### src/rtl/chg_event_pkg.sv
// Shared types and sizing helpers for the change-event logger.
package chg_event_pkg;

  localparam int WIDTH_DEF  = 6;
  localparam int DEPTH_DEF  = 8;
  localparam int TS_W_DEF   = 16;
  localparam int DROP_W_DEF = 8;

  typedef struct packed {
    logic                  lost;
    logic [TS_W_DEF-1:0]   ts;
    logic [WIDTH_DEF-1:0]  mask;
    logic [WIDTH_DEF-1:0]  value;
  } chg_event_t;

  // One extra pointer bit distinguishes full from empty when the indices match.
  function automatic int ptr_w(input int depth);
    return $clog2(depth) + 1;
  endfunction

endpackage

### src/rtl/chg_event_logger_if.sv
// Event record stream carried from the logger to its consumer.
interface chg_event_logger_if #(
  parameter int WIDTH = 6,
  parameter int TS_W  = 16
);
  logic             out_valid;
  logic             out_ready;
  logic [WIDTH-1:0] out_value;
  logic [WIDTH-1:0] out_mask;
  logic [TS_W-1:0]  out_ts;
  logic             out_lost;

  modport master (
    output out_valid, out_value, out_mask, out_ts, out_lost,
    input  out_ready
  );

  modport slave (
    input  out_valid, out_value, out_mask, out_ts, out_lost,
    output out_ready
  );
endinterface

### src/rtl/chg_event_fifo.sv
// Synchronous first-word-fall-through FIFO; head is read straight from storage.
module chg_event_fifo
  import chg_event_pkg::*;
#(
  parameter int  DEPTH = DEPTH_DEF,
  parameter type T     = chg_event_t
) (
  input  logic clk,
  input  logic rst,
  input  logic push,
  input  logic pop,
  input  T     din,
  output logic full,
  output logic empty,
  output T     head
);

  localparam int PW = ptr_w(DEPTH);
  localparam int AW = PW - 1;

  T               mem [DEPTH];
  logic [PW-1:0]  wr_ptr;
  logic [PW-1:0]  rd_ptr;
  logic           push_ok;
  logic           pop_ok;

  assign empty   = (wr_ptr == rd_ptr);
  assign full    = (wr_ptr[PW-1] != rd_ptr[PW-1]) &&
                   (wr_ptr[AW-1:0] == rd_ptr[AW-1:0]);
  // A pop frees the slot in the same cycle, so a full FIFO still accepts a push alongside it.
  assign pop_ok  = pop && !empty;
  assign push_ok = push && (!full || pop_ok);
  assign head    = mem[rd_ptr[AW-1:0]];

  always_ff @(posedge clk) begin
    if (rst) begin
      wr_ptr <= '0;
      rd_ptr <= '0;
    end else begin
      if (push_ok) wr_ptr <= wr_ptr + 1'b1;
      if (pop_ok)  rd_ptr <= rd_ptr + 1'b1;
    end
  end

  always_ff @(posedge clk) begin
    if (push_ok) mem[wr_ptr[AW-1:0]] <= din;
  end

endmodule

### src/rtl/chg_event_logger.sv
// Detects bit changes on a level vector and queues timestamped event records.
module chg_event_logger
  import chg_event_pkg::*;
#(
  parameter int WIDTH  = WIDTH_DEF,
  parameter int DEPTH  = DEPTH_DEF,
  parameter int TS_W   = TS_W_DEF,
  parameter int DROP_W = DROP_W_DEF
) (
  input  logic              clk,
  input  logic              rst,
  input  logic              en,
  input  logic [WIDTH-1:0]  in_vec,
  chg_event_logger_if.master ev,
  output logic [DROP_W-1:0] drop_cnt
);

  typedef struct packed {
    logic              lost;
    logic [TS_W-1:0]   ts;
    logic [WIDTH-1:0]  mask;
    logic [WIDTH-1:0]  value;
  } evt_t;

  function automatic logic [DROP_W-1:0] sat_inc(input logic [DROP_W-1:0] x);
    return (&x) ? x : x + 1'b1;
  endfunction

  logic [WIDTH-1:0] prev_p0;
  logic [WIDTH-1:0] mask;
  logic             primed;
  logic [TS_W-1:0]  ts;
  logic             lost_sticky;
  logic             push_req;
  logic             pop;
  logic             drop;
  logic             fifo_full;
  logic             fifo_empty;
  evt_t             rec;
  evt_t             head;

  assign mask     = in_vec ^ prev_p0;
  assign push_req = primed && en && (|mask);
  assign pop      = ev.out_valid && ev.out_ready;
  assign drop     = push_req && fifo_full && !pop;

  assign rec = '{lost: lost_sticky, ts: ts, mask: mask, value: in_vec};

  // Previous sample tracks every cycle, even while logging is disabled.
  always_ff @(posedge clk) begin
    prev_p0 <= in_vec;
  end

  always_ff @(posedge clk) begin
    if (rst) begin
      primed      <= 1'b0;
      ts          <= '0;
      drop_cnt    <= '0;
      lost_sticky <= 1'b0;
    end else begin
      primed <= 1'b1;
      ts     <= ts + 1'b1;
      if (drop) begin
        drop_cnt    <= sat_inc(drop_cnt);
        lost_sticky <= 1'b1;
      end else if (push_req) begin
        lost_sticky <= 1'b0;
      end
    end
  end

  chg_event_fifo #(
    .DEPTH (DEPTH),
    .T     (evt_t)
  ) u_fifo (
    .clk   (clk),
    .rst   (rst),
    .push  (push_req),
    .pop   (pop),
    .din   (rec),
    .full  (fifo_full),
    .empty (fifo_empty),
    .head  (head)
  );

  // Storage is not cleared on reset, so the head is masked to zero while empty.
  always_comb begin
    ev.out_valid = !fifo_empty;
    ev.out_value = '0;
    ev.out_mask  = '0;
    ev.out_ts    = '0;
    ev.out_lost  = 1'b0;
    if (!fifo_empty) begin
      ev.out_value = head.value;
      ev.out_mask  = head.mask;
      ev.out_ts    = head.ts;
      ev.out_lost  = head.lost;
    end
  end

endmodule

### src/flat_wrapper.sv
// flat-port wrapper written by rule: the top's interface ports become plain ports
module chg_event_logger_flat import chg_event_pkg::*;
#(
  parameter int WIDTH  = WIDTH_DEF,
  parameter int DEPTH  = DEPTH_DEF,
  parameter int TS_W   = TS_W_DEF,
  parameter int DROP_W = DROP_W_DEF
)
  (clk, rst, en, in_vec, drop_cnt, ev_out_valid, ev_out_value, ev_out_mask, ev_out_ts, ev_out_lost, ev_out_ready);
  chg_event_logger_if #(.WIDTH(WIDTH), .TS_W(TS_W)) ev_i ();
  input  logic clk;
  input  logic rst;
  input  logic en;
  input  logic [WIDTH-1:0] in_vec;
  output logic [DROP_W-1:0] drop_cnt;
  output wire logic [$bits(ev_i.out_valid)-1:0] ev_out_valid;
  output wire logic [$bits(ev_i.out_value)-1:0] ev_out_value;
  output wire logic [$bits(ev_i.out_mask)-1:0] ev_out_mask;
  output wire logic [$bits(ev_i.out_ts)-1:0] ev_out_ts;
  output wire logic [$bits(ev_i.out_lost)-1:0] ev_out_lost;
  input wire logic [$bits(ev_i.out_ready)-1:0] ev_out_ready;
  assign ev_out_valid = ev_i.out_valid;
  assign ev_out_value = ev_i.out_value;
  assign ev_out_mask = ev_i.out_mask;
  assign ev_out_ts = ev_i.out_ts;
  assign ev_out_lost = ev_i.out_lost;
  assign ev_i.out_ready = ev_out_ready;
  chg_event_logger #(.WIDTH(WIDTH), .DEPTH(DEPTH), .TS_W(TS_W), .DROP_W(DROP_W)) u_core (.clk(clk), .rst(rst), .en(en), .in_vec(in_vec), .ev(ev_i), .drop_cnt(drop_cnt));
endmodule
### config.mk
export PLATFORM = sky130hd
export DESIGN_NAME = chg_event_logger_flat
export DESIGN_NICKNAME = d
export VERILOG_FILES = /design/src/rtl/chg_event_pkg.sv /design/src/rtl/chg_event_logger_if.sv /design/src/rtl/chg_event_fifo.sv /design/src/rtl/chg_event_logger.sv /design/src/flat_wrapper.sv
export SDC_FILE = /design/constraint.sdc
export NUM_CORES = 1
export LEC_CHECK = 0
export ABC_AREA = 1
export ABC_CLOCK_PERIOD_IN_PS = 9200
export BUFFER_PORTS_ARGS = -buffer_cell sky130_fd_sc_hd__buf_2
export CORE_MARGIN = 2
export CORE_UTILIZATION = 40
export CTS_BUF_LIST = sky130_fd_sc_hd__clkbuf_16
export DETAILED_ROUTE_END_ITERATION = 8
export GPL_TIMING_DRIVEN = 0
export REMOVE_ABC_BUFFERS = 1
export SLEW_MARGIN = 20
export SYNTH_ARGS = -nofsm -noshare
export SYNTH_HDL_FRONTEND = slang
export SYNTH_SLANG_ARGS = --single-unit
### constraint.sdc
create_clock -name clk -period 9.2 [get_ports clk]
set_clock_uncertainty 0.2 [all_clocks]
set_input_delay 0.92 -clock clk [delete_from_list [all_inputs] [get_ports clk]]
set_output_delay 0.92 -clock clk [all_outputs]
set_load 0.05 [all_outputs]
# == After elaboration in Yosys (flattened, before gate mapping) ==
# Memory sizes are Yosys's and may differ from the RTL's. A register that Yosys moved wholly into a read port is not among the register bits.
# Index checks and enable logic that the tools add are counted.
# classes
add_sub_neg,4
n_eq_ne,3
muxes,11
bitwise,2
n_reduce_logical,16
# ops
cell,count
"16-bit by 1-bit adder with 16-bit output, second input constant",1
16-bit 2-to-1 mux,1
6-bit 2-to-1 mux,2
"4-bit by 1-bit adder with 4-bit output, second input constant",2
"8-bit by 1-bit adder with 8-bit output, second input constant",1
1-bit logical AND,8
8-bit AND reduction,1
1-bit 2-to-1 mux,6
3-bit 2-to-1 mux,2
6-bit OR reduction,1
6-bit XOR,1
4-bit == test,1
3-bit == test,1
1-bit logical NOT,3
2-bit AND reduction,1
2-bit nonzero test,1
1-bit logical OR,1
1-bit != test,1
1-bit NOT,1
# totals
ff_bits,40
ramBits,232
inputBits,10
out_inout_bits,38
word_cells,44
n_memories,1
# mem_list
memory,words,word_bits,read_ports,rd_ports_with_merged_regs,wr,line,source
u_core.u_fifo.mem,8,29,1,1,1,chg_event_fifo.sv:21,T mem [DEPTH];

# == Depth between registers and ports, before layout ==
# logic_depth
word_depth,8
ltp_mapped,10
ltp_nobuf,10

# == Modules after synthesis ==
# Synthesis repeated with hierarchy kept, for this count alone.
# unflattened
hier_cells,1046
hier_area_um2,11285.8
# modules_own_cells
mod,instances,cells_each,area_per_inst_um2,seq_area_each_um2
chg_event_fifo,1,772,9584.2,7186.9
chg_event_logger,1,274,1701.6,640.6

# == Worst setup path after synthesis ==
# No wires, ideal clock.
# synth_timing
path_type,input to register
start,input port in_vec[4]
end,memory u_core.u_fifo.mem[6][0] (netlist bit) (enable)
t_arrival_ns,3.864
path_slack_ns,4.685
path_stages,9
path_buffers,0
path_cell_list,nand2_1 -> inv_1 -> nor2_1 -> nor2_1 -> nand3_2 -> nand2_4 -> nor2_4 -> nand2_2 -> nor3_1
# synth_between
elab_chain_cells,6
# synth_lines
item,line,source
from (decl),flat_wrapper.sv:14,input logic [WIDTH-1:0] in_vec;
6-bit XOR,chg_event_logger.sv:42,assign mask = in_vec ^ prev_p0;
net u_core.mask[4],chg_event_logger.sv:30,logic [WIDTH-1:0] mask;
6-bit OR reduction,chg_event_logger.sv:43,assign push_req = primed && en && (|mask);
1-bit logical AND,chg_event_logger.sv:43,
1-bit logical AND,chg_event_fifo.sv:32,assign push_ok = push && (!full || pop_ok);
1-bit 2-to-1 mux,chg_event_fifo.sv:46,if (push_ok) mem[wr_ptr[AW-1:0]] <= din;
1-bit 2-to-1 mux (implied by the code),chg_event_fifo.sv:46,
to (decl),chg_event_fifo.sv:21,
# The timed path passes the listed nets, and every way through them passes these cells.

==> results.ini <==
[run_status]
status = finished clean

[timing]
fin_crit_sh_pct = 44.0
finalSetupViolCount = 0
fmax_mhz = 247
finalHoldViolations = 0
drv_slew = 0
relSlewSlack_pct = 48.0
rsz0062_at_grt = no
fin_crit_ns = 4.05
fin_tns_setup_ns = 0
tightest_slew_ns = 0.777

[worst_setup_path]
cp-end-kind = primary output
crit_arrival_ns = 2.93
worstPathRequired_ns = 8.08
reg2reg_depth = 10
worstSetupPathType = flop to primary output
r2r_setup_slack_ns = 5.92
cp_max_fo = 78
start_kind = flop

[cts]
cts_resized = 0
clk_latency_ns = 0.54
cts_buffer_depth = 3
root_buffer = clkbuf_16
postCtsHoldBufs = 0
htreeDepth = 1
cts_setup_buffers = 0
cts_made_buffers = 28
cts_tree = yes
cts.clk_slew.worst_paths_ns = 0.06
clock-sinks = 275

[yosys]
synth.mux.area_fraction_pct = 0
synth_cell_types = 35
avgSynthCellArea_um2 = 11.6
synthesis.area_um2 = 11100
synth_top_cell_by_area = edfxtp_1
synth-compound-area-share_pct = 10.2
synth.top_cell.area_share_pct = 63.0
yosysSeqAreaShare_pct = 70.8
synth_top_family_by_area = simple AND/OR/NAND/NOR gates
synthXorXnorAreaFrac_pct = 0.475
yosys.area_share.simple_pct = 14.5
ys_ff_latch = 275
ys_warn_count = 0
synth_fa_ha_area_share_pct = 0.452
netlist_instances = 952
synthTopCellsByArea = edfxtp_1 63%, nor2_1 9.6%, dfxtp_1 7.8%

[floorplan]
rows = 60
dieArea_um2 = 29000
start_util_pct = 40.9
num_io_pins = 48
die_x_um = 170
die-height_um = 170
core_um2 = 27000

[grt]
grt_first_pass_wirelength_um = 37300
grt_overflow = 0
grt_max_degree = 79
grt_antenna_before_repair = 0
grt_use_total_pct = 16.6
grt_pass1_vias = 6830

[cells_and_area]
area_growth_pct = 15.4
mostFrequentLayoutCells = 275 x nor2_1, 232 x edfxtp_1, 91 x o21ai_0, 74 x nand2_1
drive_gt1_share_pct = 11.9
design_area_um2 = 12800
nets = 1010
layout_commonest_cell = nor2_1
n_antenna_cell = 0

[route]
wl_per_cell_um = 17.3
routed-via-count = 7071
wl_um = 23500
remaining_drc_errors = 0
drt_iter0_drc = 536
drt_pass1_iterations = 6
viasPerCell = 5.20
postRouteAntennaNets = 0

[place]
place.gp.congestion = 0.764
portBuffers = 47
place_hpwl_um = 13100
post_dp_cell_area_um2 = 12000

[power]
ir_drop_v = 0.000146
power_density_nw_per_um2 = 226
leakage_nw = 4.65

[run]
cap_violations = 0

[worst_hold_path]
whs_path_depth = 2
min-delay-path-class = flop to flop

## cell usage after synthesis (all sizes together)
| cell type | number |
|---|---|
| inv | 46 |
| a31oi | 1 |
| nand3b | 1 |
| nand4 | 7 |
| nor4 | 1 |
| o21a | 1 |
| clkbuf | 28 |
| a21oi | 22 |
| ha | 4 |
| buf | 22 |
| edfxtp | 232 |
| o32ai | 58 |
| o21ai | 96 |
| xnor2 | 3 |
| o21bai | 1 |
| xor2 | 3 |
| nor2 | 285 |
| nand3 | 15 |
| nand2 | 78 |
| nor3b | 1 |
| nor3 | 3 |
| dfxtp | 43 |
| and3 | 1 |
## kinds of logic after synthesis
| kind of cell | Yosys count |
|---|---|
| AOI/OAI and AO/OA | 179 |
| xor gates and xnor gates | 6 |
| and+or+nand+nor | 392 |
| buffers and inverters | 96 |
| adders and majority gates | 4 |
| DFF | 275 |
## final timing paths
path | start | endpoint
max | flop | ev_out_ts[4]
min reg2reg | u_core.u_fifo.rd_ptr[3] | u_core.u_fifo.rd_ptr[3]
max reg2reg | u_core.prev_p0[3] | u_core.u_fifo.mem[6][22]
min | u_core.u_fifo.rd_ptr[3] | u_core.u_fifo.rd_ptr[3]
## cell type report
cell class	count	area [um2]
repair buffers	64	612
fillers	2441	14300
multi-input cells	581	2890
clock inverters	23	87.6
inverters	46	183
flip-flops and latches	275	7840
well taps	341	427
clock buffers	29	726
## layer usage
metal	GRT usage, %	share of wire (%)
met1	23.4	48
met2	27.1	46
met3	2.65	4.3
met4	3.83	1.8
met5	0	0
## where the power goes
part | switching (W) | leakage [nW] | internal, W
clock | 0.000439 | 0.456 | 0.000561
combinational | 0.000350 | 1.64 | 0.000139
sequential | 0.0000328 | 2.56 | 0.00136
## worst max-delay path: stages, from the launching register on
cell,delay [ns]
dfxtp_4,0.50
buf_16,0.29
inv_6,0.30
buf_16,0.36
nor2_1,0.09
o32ai_1,0.24
o21ai_0,0.11
nor2_1,0.18
buf_2,0.29
## flip-flops by register name (all words and copies together) (netlist names), named ones only
register and flops:
u_core.drop_cnt 8, u_core.lost_sticky 1, u_core.prev_p0 6, u_core.primed 1, u_core.ts 16, u_core.u_fifo.mem 232, u_core.u_fifo.rd_ptr 4, u_core.u_fifo.wr_ptr 4
## through the flow
step	util (%)	power [W]	std cells	hold WS [ns]	setup WS, ns
floorplan	-	0.00176	902	0.270	4.14
global placement	42.6	0.00190	1290	0.296	1.06
detailed placement	44.2	0.00192	1307	0.312	5.05
CTS	47.2	0.00291	1359	0.321	5.04
global route	47.2	0.00301	1359	0.348	4.87
finish	47.2	0.00289	1359	0.313	5.15
No activity file was read; power rests on OpenSTA's default activity.
